$ cat src/rtl/reg_bus_master_if.sv
// Bus bundle for reg_bus_master: command byte stream in, read-data byte
// stream out, and the register-side access bus.
//
// Handshake: on both byte streams a byte moves on a rising clock edge where
// valid and ready are both high. The producer holds data stable while valid
// is high and ready is low. Valid never waits on ready.
interface reg_bus_master_if #(
    parameter int ADDR_W = 6
);
    logic [7:0]        cmd_data;
    logic              cmd_valid;
    logic              cmd_ready;
    logic [7:0]        rsp_data;
    logic              rsp_valid;
    logic              rsp_ready;
    logic [ADDR_W-1:0] reg_address;
    logic [15:0]       reg_bytecnt;
    logic [15:0]       reg_size;
    logic [7:0]        reg_datai;
    logic [7:0]        reg_datao;
    logic              reg_read;
    logic              reg_write;
    logic              reg_addrvalid;
    logic [ADDR_W-1:0] reg_hypaddress;
    logic [15:0]       reg_hyplen;

    modport master (
        input  cmd_data, cmd_valid, rsp_ready, reg_datao, reg_hyplen,
        output cmd_ready, rsp_data, rsp_valid, reg_address, reg_bytecnt,
        output reg_size, reg_datai, reg_read, reg_write, reg_addrvalid,
        output reg_hypaddress
    );

    modport slave (
        output cmd_data, cmd_valid, rsp_ready, reg_datao, reg_hyplen,
        input  cmd_ready, rsp_data, rsp_valid, reg_address, reg_bytecnt,
        input  reg_size, reg_datai, reg_read, reg_write, reg_addrvalid,
        input  reg_hypaddress
    );
endinterface

$ cat src/rtl/reg_bus_master.sv
// Byte-stream to register-bus bridge. A command is a header byte
// (bit7 = read, low ADDR_W bits = address), a 16-bit little-endian length,
// and for writes that many data bytes. A zero length asks the register
// file for the register's natural length via reg_hyplen.
module reg_bus_master #(
    parameter int ADDR_W  = 6,
    parameter int TIMEOUT = 65535
) (
    input  logic             clk,
    input  logic             reset,
    reg_bus_master_if.master bus,
    output logic             busy,
    output logic [3:0]       dbg_state
);
    typedef enum logic [3:0] {
        S_IDLE, S_LEN0, S_LEN1, S_SETUP, S_WGET,
        S_WPULSE, S_RPULSE, S_RCAP, S_RSEND
    } state_t;

    // Watchdog counts 0..TIMEOUT-1 idle cycles; the last value means expiry.
    localparam int WD_W = (TIMEOUT < 2) ? 1 : $clog2(TIMEOUT);
    localparam logic [WD_W-1:0] WD_LAST = WD_W'(TIMEOUT - 1);

    state_t            state, state_next;
    logic [ADDR_W-1:0] addr;
    logic              is_read;
    logic [7:0]        len_lo;
    logic [15:0]       size;
    logic [15:0]       cnt;
    logic [7:0]        datai;
    logic [7:0]        rdata;
    logic [WD_W-1:0]   wdog;

    logic              cmd_take;
    logic              cmd_fire;
    logic              rsp_fire;
    logic              wd_expired;
    logic              last_byte;
    logic [15:0]       len_rx;
    logic [15:0]       eff_len;

    // Ready depends only on state so the handshake never loops through valid.
    assign cmd_take   = !reset && (state inside {S_IDLE, S_LEN0, S_LEN1, S_WGET});
    assign cmd_fire   = cmd_take && bus.cmd_valid;
    assign rsp_fire   = (state == S_RSEND) && bus.rsp_ready;
    assign wd_expired = (wdog == WD_LAST) && !cmd_fire;
    assign last_byte  = (cnt == size - 16'd1);
    assign len_rx     = {bus.cmd_data, len_lo};
    assign eff_len    = (len_rx != 16'd0) ? len_rx : bus.reg_hyplen;

    assign bus.cmd_ready      = cmd_take;
    assign bus.reg_address    = addr;
    assign bus.reg_hypaddress = addr;
    assign bus.reg_bytecnt    = cnt;
    assign bus.reg_size       = size;
    assign bus.reg_datai      = datai;
    assign bus.rsp_data       = rdata;
    assign dbg_state          = state;

    // State register.
    always_ff @(posedge clk) begin
        if (reset) state <= S_IDLE;
        else       state <= state_next;
    end

    // Next-state decode and state-derived strobes.
    always_comb begin
        state_next        = state;
        busy              = 1'b0;
        bus.reg_addrvalid = 1'b0;
        bus.reg_read      = 1'b0;
        bus.reg_write     = 1'b0;
        bus.rsp_valid     = 1'b0;
        unique case (state)
            S_IDLE:   if (cmd_fire) state_next = S_LEN0;
            S_LEN0:   if (cmd_fire) state_next = S_LEN1;
                      else if (wd_expired) state_next = S_IDLE;
            S_LEN1:   if (cmd_fire) state_next = (eff_len == 16'd0) ? S_IDLE : S_SETUP;
                      else if (wd_expired) state_next = S_IDLE;
            S_SETUP:  state_next = is_read ? S_RPULSE : S_WGET;
            S_WGET:   if (cmd_fire) state_next = S_WPULSE;
                      else if (wd_expired) state_next = S_IDLE;
            S_WPULSE: state_next = last_byte ? S_IDLE : S_WGET;
            S_RPULSE: state_next = S_RCAP;
            S_RCAP:   state_next = S_RSEND;
            S_RSEND:  if (rsp_fire) state_next = last_byte ? S_IDLE : S_RPULSE;
            default:  state_next = S_IDLE;
        endcase
        if (!reset) begin
            busy              = (state != S_IDLE);
            bus.reg_addrvalid = !(state inside {S_IDLE, S_LEN0, S_LEN1});
            bus.reg_read      = (state == S_RPULSE);
            bus.reg_write     = (state == S_WPULSE);
            bus.rsp_valid     = (state == S_RSEND);
        end
    end

    // Command latches, byte counter, read-data capture and watchdog.
    always_ff @(posedge clk) begin
        if (reset) begin
            addr    <= '0;
            is_read <= 1'b0;
            len_lo  <= 8'd0;
            size    <= 16'd0;
            cnt     <= 16'd0;
            datai   <= 8'd0;
            rdata   <= 8'd0;
            wdog    <= '0;
        end else begin
            if (state != state_next || cmd_fire) wdog <= '0;
            else if (state inside {S_LEN0, S_LEN1, S_WGET}) wdog <= wdog + WD_W'(1);

            unique case (state)
                S_IDLE:   if (cmd_fire) begin
                              addr    <= bus.cmd_data[ADDR_W-1:0];
                              is_read <= bus.cmd_data[7];
                          end
                S_LEN0:   if (cmd_fire) len_lo <= bus.cmd_data;
                S_LEN1:   if (cmd_fire) begin
                              size <= eff_len;
                              cnt  <= 16'd0;
                          end
                S_WGET:   if (cmd_fire) datai <= bus.cmd_data;
                // Counter returns to 0 after the final byte so it never shows size.
                S_WPULSE: cnt <= last_byte ? 16'd0 : cnt + 16'd1;
                S_RCAP:   rdata <= bus.reg_datao;
                S_RSEND:  if (rsp_fire) cnt <= last_byte ? 16'd0 : cnt + 16'd1;
                default:  ;
            endcase
        end
    end
endmodule

$ cat src/flat_wrapper.sv
// flat-port wrapper written by rule: the top's interface ports become plain ports
module reg_bus_master_flat 
#(
    parameter int ADDR_W  = 6,
    parameter int TIMEOUT = 65535
)
  (clk, reset, busy, dbg_state, bus_cmd_data, bus_cmd_valid, bus_rsp_ready, bus_reg_datao, bus_reg_hyplen, bus_cmd_ready, bus_rsp_data, bus_rsp_valid, bus_reg_address, bus_reg_bytecnt, bus_reg_size, bus_reg_datai, bus_reg_read, bus_reg_write, bus_reg_addrvalid, bus_reg_hypaddress);
  reg_bus_master_if #(.ADDR_W(ADDR_W)) bus_i ();
  input  logic clk;
  input  logic reset;
  output logic busy;
  output logic [3:0] dbg_state;
  input wire logic [$bits(bus_i.cmd_data)-1:0] bus_cmd_data;
  input wire logic [$bits(bus_i.cmd_valid)-1:0] bus_cmd_valid;
  input wire logic [$bits(bus_i.rsp_ready)-1:0] bus_rsp_ready;
  input wire logic [$bits(bus_i.reg_datao)-1:0] bus_reg_datao;
  input wire logic [$bits(bus_i.reg_hyplen)-1:0] bus_reg_hyplen;
  output wire logic [$bits(bus_i.cmd_ready)-1:0] bus_cmd_ready;
  output wire logic [$bits(bus_i.rsp_data)-1:0] bus_rsp_data;
  output wire logic [$bits(bus_i.rsp_valid)-1:0] bus_rsp_valid;
  output wire logic [$bits(bus_i.reg_address)-1:0] bus_reg_address;
  output wire logic [$bits(bus_i.reg_bytecnt)-1:0] bus_reg_bytecnt;
  output wire logic [$bits(bus_i.reg_size)-1:0] bus_reg_size;
  output wire logic [$bits(bus_i.reg_datai)-1:0] bus_reg_datai;
  output wire logic [$bits(bus_i.reg_read)-1:0] bus_reg_read;
  output wire logic [$bits(bus_i.reg_write)-1:0] bus_reg_write;
  output wire logic [$bits(bus_i.reg_addrvalid)-1:0] bus_reg_addrvalid;
  output wire logic [$bits(bus_i.reg_hypaddress)-1:0] bus_reg_hypaddress;
  assign bus_i.cmd_data = bus_cmd_data;
  assign bus_i.cmd_valid = bus_cmd_valid;
  assign bus_i.rsp_ready = bus_rsp_ready;
  assign bus_i.reg_datao = bus_reg_datao;
  assign bus_i.reg_hyplen = bus_reg_hyplen;
  assign bus_cmd_ready = bus_i.cmd_ready;
  assign bus_rsp_data = bus_i.rsp_data;
  assign bus_rsp_valid = bus_i.rsp_valid;
  assign bus_reg_address = bus_i.reg_address;
  assign bus_reg_bytecnt = bus_i.reg_bytecnt;
  assign bus_reg_size = bus_i.reg_size;
  assign bus_reg_datai = bus_i.reg_datai;
  assign bus_reg_read = bus_i.reg_read;
  assign bus_reg_write = bus_i.reg_write;
  assign bus_reg_addrvalid = bus_i.reg_addrvalid;
  assign bus_reg_hypaddress = bus_i.reg_hypaddress;
  reg_bus_master #(.ADDR_W(ADDR_W), .TIMEOUT(TIMEOUT)) u_core (.clk(clk), .reset(reset), .bus(bus_i), .busy(busy), .dbg_state(dbg_state));
endmodule
$ cat config.mk
export PLATFORM = sky130hd
export DESIGN_NAME = reg_bus_master_flat
export DESIGN_NICKNAME = d
export VERILOG_FILES = /design/src/rtl/reg_bus_master_if.sv /design/src/rtl/reg_bus_master.sv /design/src/flat_wrapper.sv
export SDC_FILE = /design/constraint.sdc
export NUM_CORES = 1
export LEC_CHECK = 0
export ABC_AREA = 1
export BUFFER_PORTS_ARGS = -buffer_cell sky130_fd_sc_hd__buf_2
export CAP_MARGIN = 10
export CORE_MARGIN = 4
export CORE_UTILIZATION = 44
export CTS_CLUSTER_DIAMETER = 100
export DETAILED_ROUTE_END_ITERATION = 7
export GPL_ROUTABILITY_DRIVEN = 0
export GPL_TIMING_DRIVEN = 0
export PLACE_DENSITY = 0.75
export SYNTH_ARGS = -nofsm -noshare
export SYNTH_HDL_FRONTEND = slang
export SYNTH_SLANG_ARGS = --single-unit
$ cat constraint.sdc
create_clock -name clk -period 3 [get_ports clk]
set_clock_uncertainty 0.2 [all_clocks]
set_input_delay 0.6 -clock clk [delete_from_list [all_inputs] [get_ports clk]]
set_output_delay 0.6 -clock clk [all_outputs]
set_load 0.01 [all_outputs]
Word level (Yosys, flattened, before mapping)
Index checks and enable logic that the tools add are counted.
{"block": "totals", "output_inout_bits": 70, "n_memories": 0, "in_bits": 36, "latchBits": 0, "word_cells": 68, "rom_bits": 0, "ff_bits": 83, "ram_bits": 0}
{"block": "classes", "multipliers": 0, "eq_ne": 13, "add_sub_neg": 3, "reduce_logical": 22, "div_mod_pow": 0, "bitwise_logic": 0, "n_lt_le_gt_ge": 0, "mux": 21, "n_shift": 0}
{"cell": "2-to-1 mux 16 bit", "count": 4}
{"cell": "case mux 16 bit (3 select lines)", "count": 1}
{"cell": "case mux 4 bit (9 select lines)", "count": 1}
{"cell": "adder 16 x 1 -> 16 bit, second input constant", "count": 2}
{"cell": "2-to-1 mux 4 bit", "count": 6}
{"cell": "== test 16 bit", "count": 1}
{"cell": "== test 16 bit, second input constant", "count": 1}
{"cell": "== test 4 x 3 -> 1 bit, second input constant", "count": 4}
{"cell": "zero test 16 bit", "count": 1}
{"cell": "nonzero test 16 bit", "count": 1}
{"cell": "subtractor 16 x 1 -> 16 bit, second input constant", "count": 1}
{"cell": "nonzero test 3 bit", "count": 3}
{"cell": "== test 4 x 2 -> 1 bit, second input constant", "count": 2}
{"cell": "AND reduction 2 bit", "count": 4}
{"cell": "nonzero test 4 bit", "count": 2}
{"cell": "2-to-1 mux 3 bit", "count": 2}
{"cell": "2-to-1 mux 1 bit", "count": 5}
{"cell": "== test 4 x 1 -> 1 bit, second input constant", "count": 1}
{"cell": "== test 4 bit, second input constant", "count": 1}
{"cell": "logical AND 1 bit", "count": 4}
{"cell": "zero test 4 bit", "count": 1}
{"cell": "2-to-1 mux 2 bit", "count": 2}
{"cell": "!= test 2 x 1 -> 1 bit, second input constant", "count": 2}
{"cell": "!= test 4 bit", "count": 1}
{"cell": "other kinds (4)", "count": 6}

Longest topological paths before layout
Gate-level depths: netlist of run 1.
{"block": "logic_depth", "depth_word": 12, "mapped_depth": 18, "depth_no_buf": 17}

Worst setup path before layout of run 1
Ideal clock, no wire load.
{"block": "synth_timing", "path_type": "input-to-reg", "start": "input port bus_cmd_data[7]", "end": "register u_core.wdog[15]", "path_stages": 15, "arrival_ps": 2092, "setup_slack_ps": 588, "cell_sequence": "nor2_1 > nand2_1 > nor2_4 > nand2_2 > o21ai_1 > nand2_1 > nor2_1 > nand3_1 > nand2_1 > nand2_1 > nand2_2 > nand3_1 > nand3_4 > buf_6 > nor3_2"}
{"block": "synth_between", "elab_chain_cells": 9}
{"element": "start: declaration", "line": "flat_wrapper.sv:13", "text": "input wire logic [$bits(bus_i.cmd_data)-1:0] bus_cmd_data;"}
{"element": "nonzero test 16 bit", "line": "reg_bus_master.sv:49", "text": "assign eff_len = (len_rx != 16'd0) ? len_rx : bus.reg_hyplen;"}
{"element": "2-to-1 mux 16 bit (*)", "line": "reg_bus_master.sv:49"}
{"element": "zero test 16 bit (*)", "line": "reg_bus_master.sv:78", "text": "S_LEN1: if (cmd_fire) state_next = (eff_len == 16'd0) ? S_IDLE : S_SETUP;"}
{"element": "2-to-1 mux 2 bit (*)", "line": "reg_bus_master.sv:78"}
{"element": "2-to-1 mux 4 bit (*)", "line": "reg_bus_master.sv:78"}
{"element": "case mux 4 bit (9 select lines) (*)", "line": "reg_bus_master.sv:74", "text": "unique case (state)"}
{"element": "!= test 4 bit (*)", "line": "reg_bus_master.sv:110", "text": "if (state != state_next || cmd_fire) wdog <= '0;"}
{"element": "logical OR 1 bit (*)", "line": "reg_bus_master.sv:110"}
{"element": "OR reduction 2 bit (no line) (*)"}
{"element": "end signal: assignment", "line": "reg_bus_master.sv:111", "text": "else if (state inside {S_LEN0, S_LEN1, S_WGET}) wdog <= wdog + WD_W'(1);"}
{"element": "end: declaration", "line": "reg_bus_master.sv:32", "text": "logic [WD_W-1:0] wdog;"}
Mark *: on every way between the ends. The rest lies on a longest branch, timed or not.
A chain may end at the register's enable or synchronous reset.

Worst setup path in the final report of run 1
{"block": "layout_timing", "start": "input port reset", "end": "output port bus_reg_read"}
{"block": "layout_between", "elab_chain_cells": 1}
{"element": "start: declaration", "line": "flat_wrapper.sv:10", "text": "input logic reset;"}
{"element": "2-to-1 mux 1 bit", "line": "reg_bus_master.sv:89", "text": "if (!reset) begin"}
{"element": "end: declaration", "line": "flat_wrapper.sv:25", "text": "output wire logic [$bits(bus_i.reg_read)-1:0] bus_reg_read;"}
Every way passes these cells.

==> impl_metrics.ini, run 1 <==
[outcome]
status = finished, final reports clean

[cts]
clock_path_buffers = 2
worstSkewPairLatency_ns = 0.35
clock_sinks = 83
cts_setup_buffers = 0
cts_tree = built
clk_pin_slew_ns = 0.09
hold_buffers = 0
cts_resized = 0
cts_root_buf = clkbuf_8
htree_levels = 3
cts-buffers-inserted = 9

[route]
wl_per_cell_um = 13.4
drc = 0
first_iter_violations = 253
drt-pass1-iter-count = 7
num_vias = 4725
drt_wl_total_um = 12600
ant_nets = 0
vias_per_cell = 5.04

[yosys]
syn-cell-area_um2 = 4720
syn_area_per_cell_um2 = 6.93
ys_types = 46
synthArstFlopShare = 0
syn_inst = 681
synth_edf_count = 0
synth_flop_cell = dfxtp_1
ys_seq_area_frac = 0.352
syn-num-nets = 721
yosys_register_bits = 83
ys_warn_count = 0

[finish]
multi_input_area_um2 = 2640
fin_nets = 837
fill_cells = 1068
ff_latch_area_um2 = 1660
num_antenna_cells = 0
final_common_cell = nand2_1
final_layout_size_suffix_gt1_frac = 0.236
synthToLayoutAreaGrowth_pct = 19.8
final_cell_mix = nand2_1 (130), buf_2 (106), nor2_1 (93)

[timing]
hold_violations = 0
fin_crit_sh = 0.944
tns_ns = 0
report.final.slew_viol_count = 0
tightest_slew_ns = 0.693
setup_violations = 0
hold_ws_ns = 0.266
rsz0062_at_grt = false
max_freq_mhz = 353
slew_headroom = 0.538
post-route-min-period_ns = 2.83

[floorplanning]
die_w_um = 112
die_area_um2 = 12400
num_rows = 37
initial_core_util = 0.455
ios = 106
fp.coreArea_um2 = 10400
fp.dieH_um = 112

[worst_hold_path]
hp-class = flop to flop

[placed_design]
portBuffers = 105
place_hpwl_um = 9790

[global_route]
grt_pass1_wl_um = 21200
first_global_vias = 4375
grt_overflow_total = 0
antenna_found_initial = 0
grt_start_max_net_pins = 14
grt_use_total = 0.204

[pwr]
power.density_nw_per_um2 = 405
p_leak_nw = 2.67
irDropWorstVdd_uv = 311

[critical_path]
path_class = primary input to output port
startpoint_type = primary input
required_ns = 2.20
end_kind = output port
crit_fanout = 10
worstPathArrival_ns = 2.03

[run]
drv_cap = 0
-- cell families (layout without fill, tap and decap cells) --
logic type / Yosys count / in the layout / share of synthesized area
simple gates: 342 / 342 / 0.350
compound gates: 122 / 122 / 0.141
buf+inv: 99 / 219 / 0.0886
flops: 83 / 83 / 0.352
xor+xnor: 31 / 31 / 0.0576
fa+ha+maj: 4 / 4 / 0.0106
-- state kept, by name (all words and copies together), names as in the netlist --
| register | cells |
|---|---|
| u_core.bus.rsp_data | 8 |
| u_core.bus.reg_size | 16 |
| u_core.len_lo | 8 |
| u_core.bus.reg_datai | 8 |
| u_core.bus.reg_address | 6 |
| u_core.dbg_state | 4 |
| u_core.is_read | 1 |
| u_core.wdog | 16 |
| u_core.bus.reg_bytecnt | 16 |
-- critical path: stages --
cell	delay, ns
buf_2	0.11
clkbuf_1	0.42
buf_1	0.59
nor2_1	0.13
buf_2	0.18
-- synthesized netlist by cell type (8+ instances only) --
| master | n | area share |
|---|---|---|
| inv_1 | 66 | 0.053 |
| nand2_1 | 130 | 0.10 |
| nand3_1 | 40 | 0.042 |
| nor3_2 | 12 | 0.025 |
| clkbuf_1 | 13 | 0.010 |
| o21ai_0 | 44 | 0.047 |
| dfxtp_1 | 83 | 0.35 |
| nor2_1 | 94 | 0.075 |
| nor3_1 | 11 | 0.012 |
| nand2_2 | 14 | 0.019 |
| xor2_1 | 24 | 0.045 |
| nor2_2 | 8 | 0.011 |
| a21oi_1 | 58 | 0.062 |
-- final cells by class --
cell class,instances,share of cell area
clock buffer,10,0.0226
multi-input combinational,499,0.467
tap,136,0.0301
inverter,74,0.0498
clock inverter,5,0.0182
buffer,25,0.0248
sequential,83,0.294
timing repair buffer,105,0.0930
-- path summary, 6_finish.rpt --
path	cells past startpoint	from	to	slack (ns)
worst max-delay path	5	reset	bus_reg_read	0.17
worst min-delay path	2	u_core.bus.reg_datai[4]$_SDFFE_PP0P_	u_core.bus.reg_datai[4]$_SDFFE_PP0P_	0.27
worst max register to register	16	u_core.bus.reg_size[0]$_SDFFE_PP0P_	u_core.wdog[7]$_SDFFE_PP0P_	0.28
worst min register to register	2	u_core.bus.reg_datai[4]$_SDFFE_PP0P_	u_core.bus.reg_datai[4]$_SDFFE_PP0P_	0.27
-- per-layer routing --
| metal | part of all wire | vias to the layer above | global-route usage |
|---|---|---|---|
| li1 | - | 2445 | - |
| met1 | 0.48 | 2109 | 0.286 |
| met2 | 0.44 | 154 | 0.326 |
| met3 | 0.065 | 17 | 0.0386 |
| met4 | 0.011 | 0 | 0.0495 |
| met5 | 0 | - | 0 |
-- per-stage QoR --
step	instance area, µm²	power (mW)	instances	util	setup WS [ns]
final	5650	2.29	937	0.545	0.168
after global routing	5650	2.38	937	0.545	0.0338
after CTS	5640	2.30	937	0.544	0.184
after detailed placement	5410	1.36	922	0.522	0.0248
after global placement	5410	1.36	922	0.522	0.0221
after floorplan	4720	1.28	681	-	0.588
-- where the power goes --
group	switching, mW	internal, mW
registers	0.0117	1.11
logic	0.137	0.0761
clock network	0.401	0.548
No activity file was read; power rests on OpenSTA's default activity.
==> run 2: changes to the inputs <==
--- a/config.mk
+++ b/config.mk
@@ -15,6 +15,7 @@
 export GPL_ROUTABILITY_DRIVEN = 0
 export GPL_TIMING_DRIVEN = 0
 export PLACE_DENSITY = 0.75
+export RECOVER_POWER = 25
 export SYNTH_ARGS = -nofsm -noshare
 export SYNTH_HDL_FRONTEND = slang
 export SYNTH_SLANG_ARGS = --single-unit
==> constraint.sdc (replaced) <==
create_clock -name clk -period 2.9 [get_ports clk]
set_clock_uncertainty 0.2 [all_clocks]
set_input_delay 0.58 -clock clk [delete_from_list [all_inputs] [get_ports clk]]
set_output_delay 0.58 -clock clk [all_outputs]
set_load 0.01 [all_outputs]
==> run 2 against run 1 <==
Net effect:
- sequential power rose by 4%
- wire length fell by 0.26%
- global-route usage did not move
- clock power rose by 3.1%
- utilization fell by 0.21 points
- largest cell class unchanged
==> impl_metrics.ini, run 2 (synthesis results as in run 1) <==
[floorplanning]
num_rows = 37
ios = 106
fp.dieH_um = 112
die_w_um = 112
fp.coreArea_um2 = 10400
initial_core_util = 0.455
die_area_um2 = 12400

[route]
first_iter_violations = 246
wl_per_cell_um = 13.4
drt_wl_total_um = 12600
ant_nets = 0
vias_per_cell = 5.03
num_vias = 4717
drc = 0
drt-pass1-iter-count = 5

[placed_design]
portBuffers = 105
dp_worst_setup_slack_ns = -0.0552
place_area_um2 = 5410
place_hpwl_um = 9790

[global_route]
grt_use_total = 0.204
grt_start_max_net_pins = 14
grt_overflow_total = 0
antenna_found_initial = 0
grt_pass1_wl_um = 21200
first_global_vias = 4375

[finish]
fin_nets = 837
final_area_um2 = 5630
fill_cells = 1085
final_cell_mix = nand2_1 (130), nor2_1 (92), dfxtp_1 (83)
synthToLayoutAreaGrowth_pct = 19.3
num_antenna_cells = 0
final_util = 0.543
final_common_cell = nand2_1
final_layout_size_suffix_gt1_frac = 0.192

[outcome]
status = finished, final reports clean

[timing]
slew_headroom = 0.545
rsz0062_at_grt = false
fin_crit_sh = 0.963
max_freq_mhz = 358
hold_violations = 0
hold_ws_ns = 0.253
report.final.slew_viol_count = 0
setup_violations = 0
tightest_slew_ns = 0.683
post-route-min-period_ns = 2.79
postLayoutSetupSlackWorst_ns = 0.109

[critical_path]
required_ns = 2.12
worstPathArrival_ns = 2.01
startpoint_type = primary input
end_kind = output port
crit_fanout = 10
path_class = primary input to output port

[worst_hold_path]
hp-class = primary input to flop

[cts]
worstSkewPairLatency_ns = 0.35
cts_root_buf = clkbuf_8
clock_sinks = 83
clock_path_buffers = 2
hold_buffers = 0
htree_levels = 3
clk_pin_slew_ns = 0.08
cts_setup_buffers = 0
cts-buffers-inserted = 9
cts_tree = built

[run]
drv_cap = 0

[pwr]
irDropWorstVdd_uv = 322
p_leak_nw = 2.51
power.density_nw_per_um2 = 419
## run 2: repair_timing
item / CTS / global route
setup endpoints to repair: 0 / 25
hold endpoints to repair: 0 / 0
resized for setup: 0 / 8
## run 2: worst paths after layout
path | cells after the start | endpoint | slack, ns | startpoint
min reg2reg | 2 | u_core.bus.reg_datai[4]$_SDFFE_PP0P_ | 0.27 | u_core.bus.reg_datai[4]$_SDFFE_PP0P_
max | 5 | bus_reg_read | 0.11 | reset
max reg2reg | 16 | u_core.wdog[7]$_SDFFE_PP0P_ | 0.27 | u_core.bus.reg_size[0]$_SDFFE_PP0P_
min | 3 | u_core.bus.rsp_data[5]$_SDFFE_PP0N_ | 0.25 | bus_reg_datao[5]
## run 2: final cells by class
cell class | instances | area, µm² | area share
Inverter | 74 | 282 | 0.0500
Clock inverter | 5 | 103 | 0.0182
Clock buffer | 10 | 128 | 0.0227
Timing Repair Buffer | 105 | 478 | 0.0849
Multi-Input combinational cell | 499 | 2670 | 0.474
Buffer | 25 | 140 | 0.0249
Tap cell | 136 | 170 | 0.0302
Sequential cell | 83 | 1660 | 0.295
## run 2: report_power, final
part | total [mW] | internal [mW] | switching (mW)
Sequential | 1.16 | 1.15 | 0.0121
Combinational | 0.219 | 0.0779 | 0.141
Clock | 0.978 | 0.567 | 0.411
## run 2: per-layer routing
layer  GRT usage  up-vias  routed length (µm)  part of all wire
li1            -     2444                   -                 -
met1       0.286     2122                5990              0.48
met2       0.326      140                5660              0.45
met3      0.0386       11                 784             0.062
met4      0.0495        0                 119            0.0095
met5           0        -                   0                 0
## run 2: through the flow
stage | std cells | power [mW] | setup TNS [ns]
2_1_floorplan | 681 | 1.33 | 0
3_3_place_gp | 922 | 1.40 | -0.536
3_5_place_dp | 922 | 1.41 | -0.501
4_1_cts | 937 | 2.37 | 0
5_1_grt | 937 | 2.46 | 0
6_report | 937 | 2.36 | 0
## run 2: worst max-delay path, stage by stage
cell	delay [ns]
buf_2	0.11
clkbuf_1	0.41
buf_1	0.58
nor2_1	0.14
buf_2	0.18
==> run 3: changes to the inputs <==
--- a/config.mk
+++ b/config.mk
@@ -8,7 +8,7 @@
 export ABC_AREA = 1
 export BUFFER_PORTS_ARGS = -buffer_cell sky130_fd_sc_hd__buf_2
 export CAP_MARGIN = 10
-export CORE_MARGIN = 4
+export CORE_MARGIN = 8
 export CORE_UTILIZATION = 44
 export CTS_CLUSTER_DIAMETER = 100
 export DETAILED_ROUTE_END_ITERATION = 7
==> run 3 against run 2 <==
Net effect:
- largest cell class unchanged
- fmax grew 3.2%
- non-clock buffer count is the same
- setup slack better by 0.085 ns
- wire length is 3.1% higher
- register-to-register slack got worse by 0.05 ns
- cell area fell by 0.82%
- hold slack got worse by 0.018 ns
- critical path depth is the same
- via count is 1.4% higher
- largest power group unchanged
==> impl_metrics.ini, run 3 (synthesis results as in run 1) <==
[floorplanning]
initial_core_util = 0.443
fp.dieH_um = 120
die_area_um2 = 14300
fp.coreArea_um2 = 10700
num_rows = 38
ios = 106
die_w_um = 120

[global_route]
grt_start_max_net_pins = 16
first_global_vias = 4485
antenna_found_initial = 0
grt_use_total = 0.179
grt_overflow_total = 0
grt_pass1_wl_um = 21400

[cts]
cts_tree = built
cts-buffers-inserted = 9
cts_setup_buffers = 0
cts_resized = 0
hold_buffers = 0
htree_levels = 3
cts_root_buf = clkbuf_8
clk_pin_slew_ns = 0.10
worstSkewPairLatency_ns = 0.36
clock_path_buffers = 2
clock_sinks = 83

[finish]
fin_nets = 837
final_layout_size_suffix_gt1_frac = 0.192
num_antenna_cells = 0
final_area_um2 = 5580
final_cell_mix = nand2_1 (130), nor2_1 (93), dfxtp_1 (83)
final_common_cell = nand2_1
fill_cells = 1107
synthToLayoutAreaGrowth_pct = 18.3

[critical_path]
end_kind = output port
crit_fanout = 10
worstPathArrival_ns = 1.93
path_class = primary input to output port
required_ns = 2.12
startpoint_type = primary input

[placed_design]
place_hpwl_um = 10100
place_area_um2 = 5420
portBuffers = 105

[route]
drt-pass1-iter-count = 4
num_vias = 4781
first_iter_violations = 370
drc = 0
vias_per_cell = 5.08
wl_per_cell_um = 13.7
ant_nets = 0
drt_wl_total_um = 12900

[timing]
fin_crit_sh = 0.933
report.final.slew_viol_count = 0
setup_violations = 0
max_freq_mhz = 370
tightest_slew_ns = 0.588
hold_violations = 0
tns_ns = 0
post-route-min-period_ns = 2.71
rsz0062_at_grt = false
slew_headroom = 0.608

[outcome]
status = finished, final reports clean

[pwr]
finalPower_mw = 2.18
p_leak_nw = 2.50
irDropWorstVdd_uv = 235
power.density_nw_per_um2 = 391

[run]
drv_cap = 0

[worst_hold_path]
hp-class = primary input to flop
## run 3: worst max-delay path: stages
cell and delay (ns):
buf_2 0.11, clkbuf_1 0.43, buf_1 0.52, nor2_1 0.12
buf_2 0.17
## run 3: power breakdown
| part | leakage, nW | total, mW | internal (mW) | switching, mW |
|---|---|---|---|---|
| registers | 0.670 | 1.16 | 1.15 | 0.0119 |
| logic | 1.74 | 0.218 | 0.0775 | 0.141 |
| clock network | 0.0908 | 0.802 | 0.344 | 0.458 |
| total | 2.50 | 2.18 | 1.57 | 0.611 |
## run 3: final timing paths
| check | start | end | slack (ns) | cells past startpoint |
|---|---|---|---|---|
| worst min register to register | u_core.is_read$_SDFFE_PP0P_ | u_core.is_read$_SDFFE_PP0P_ | 0.26 | 2 |
| worst max-delay path | reset | bus_reg_read | 0.19 | 5 |
| worst min-delay path | bus_reg_datao[7] | u_core.bus.rsp_data[7]$_SDFFE_PP0N_ | 0.24 | 3 |
| worst max register to register | u_core.bus.reg_size[0]$_SDFFE_PP0P_ | u_core.wdog[14]$_SDFFE_PP0P_ | 0.22 | 17 |
## run 3: stage by stage
step,hold WS (ns),worst slack [ns],instances,util
floorplan,0.224,0.508,681,-
global placement,0.246,0.0873,926,0.509
detailed placement,0.248,0.0404,926,0.509
CTS,0.224,0.125,942,0.526
global route,0.229,0.0110,942,0.524
finish,0.235,0.194,942,0.524
## run 3: area by class of cell
class                           instances  area (µm²)  share of cell area
Clock inverter                          6        48.8             0.00874
Multi-Input combinational cell        499        2660               0.476
Buffer                                 25         140              0.0251
Clock buffer                           10         138              0.0247
Sequential cell                        83        1660               0.298
Tap cell                              140         175              0.0314
Timing Repair Buffer                  105         479              0.0859
Inverter                               74         282              0.0504
## run 3: metal layers
metal	track usage	wire length [µm]	vias to the layer above
met5	0	0	-
met4	0.0476	168	0
met3	0.0582	1030	18
met2	0.272	5560	178
met1	0.239	6190	2151
li1	-	-	2434
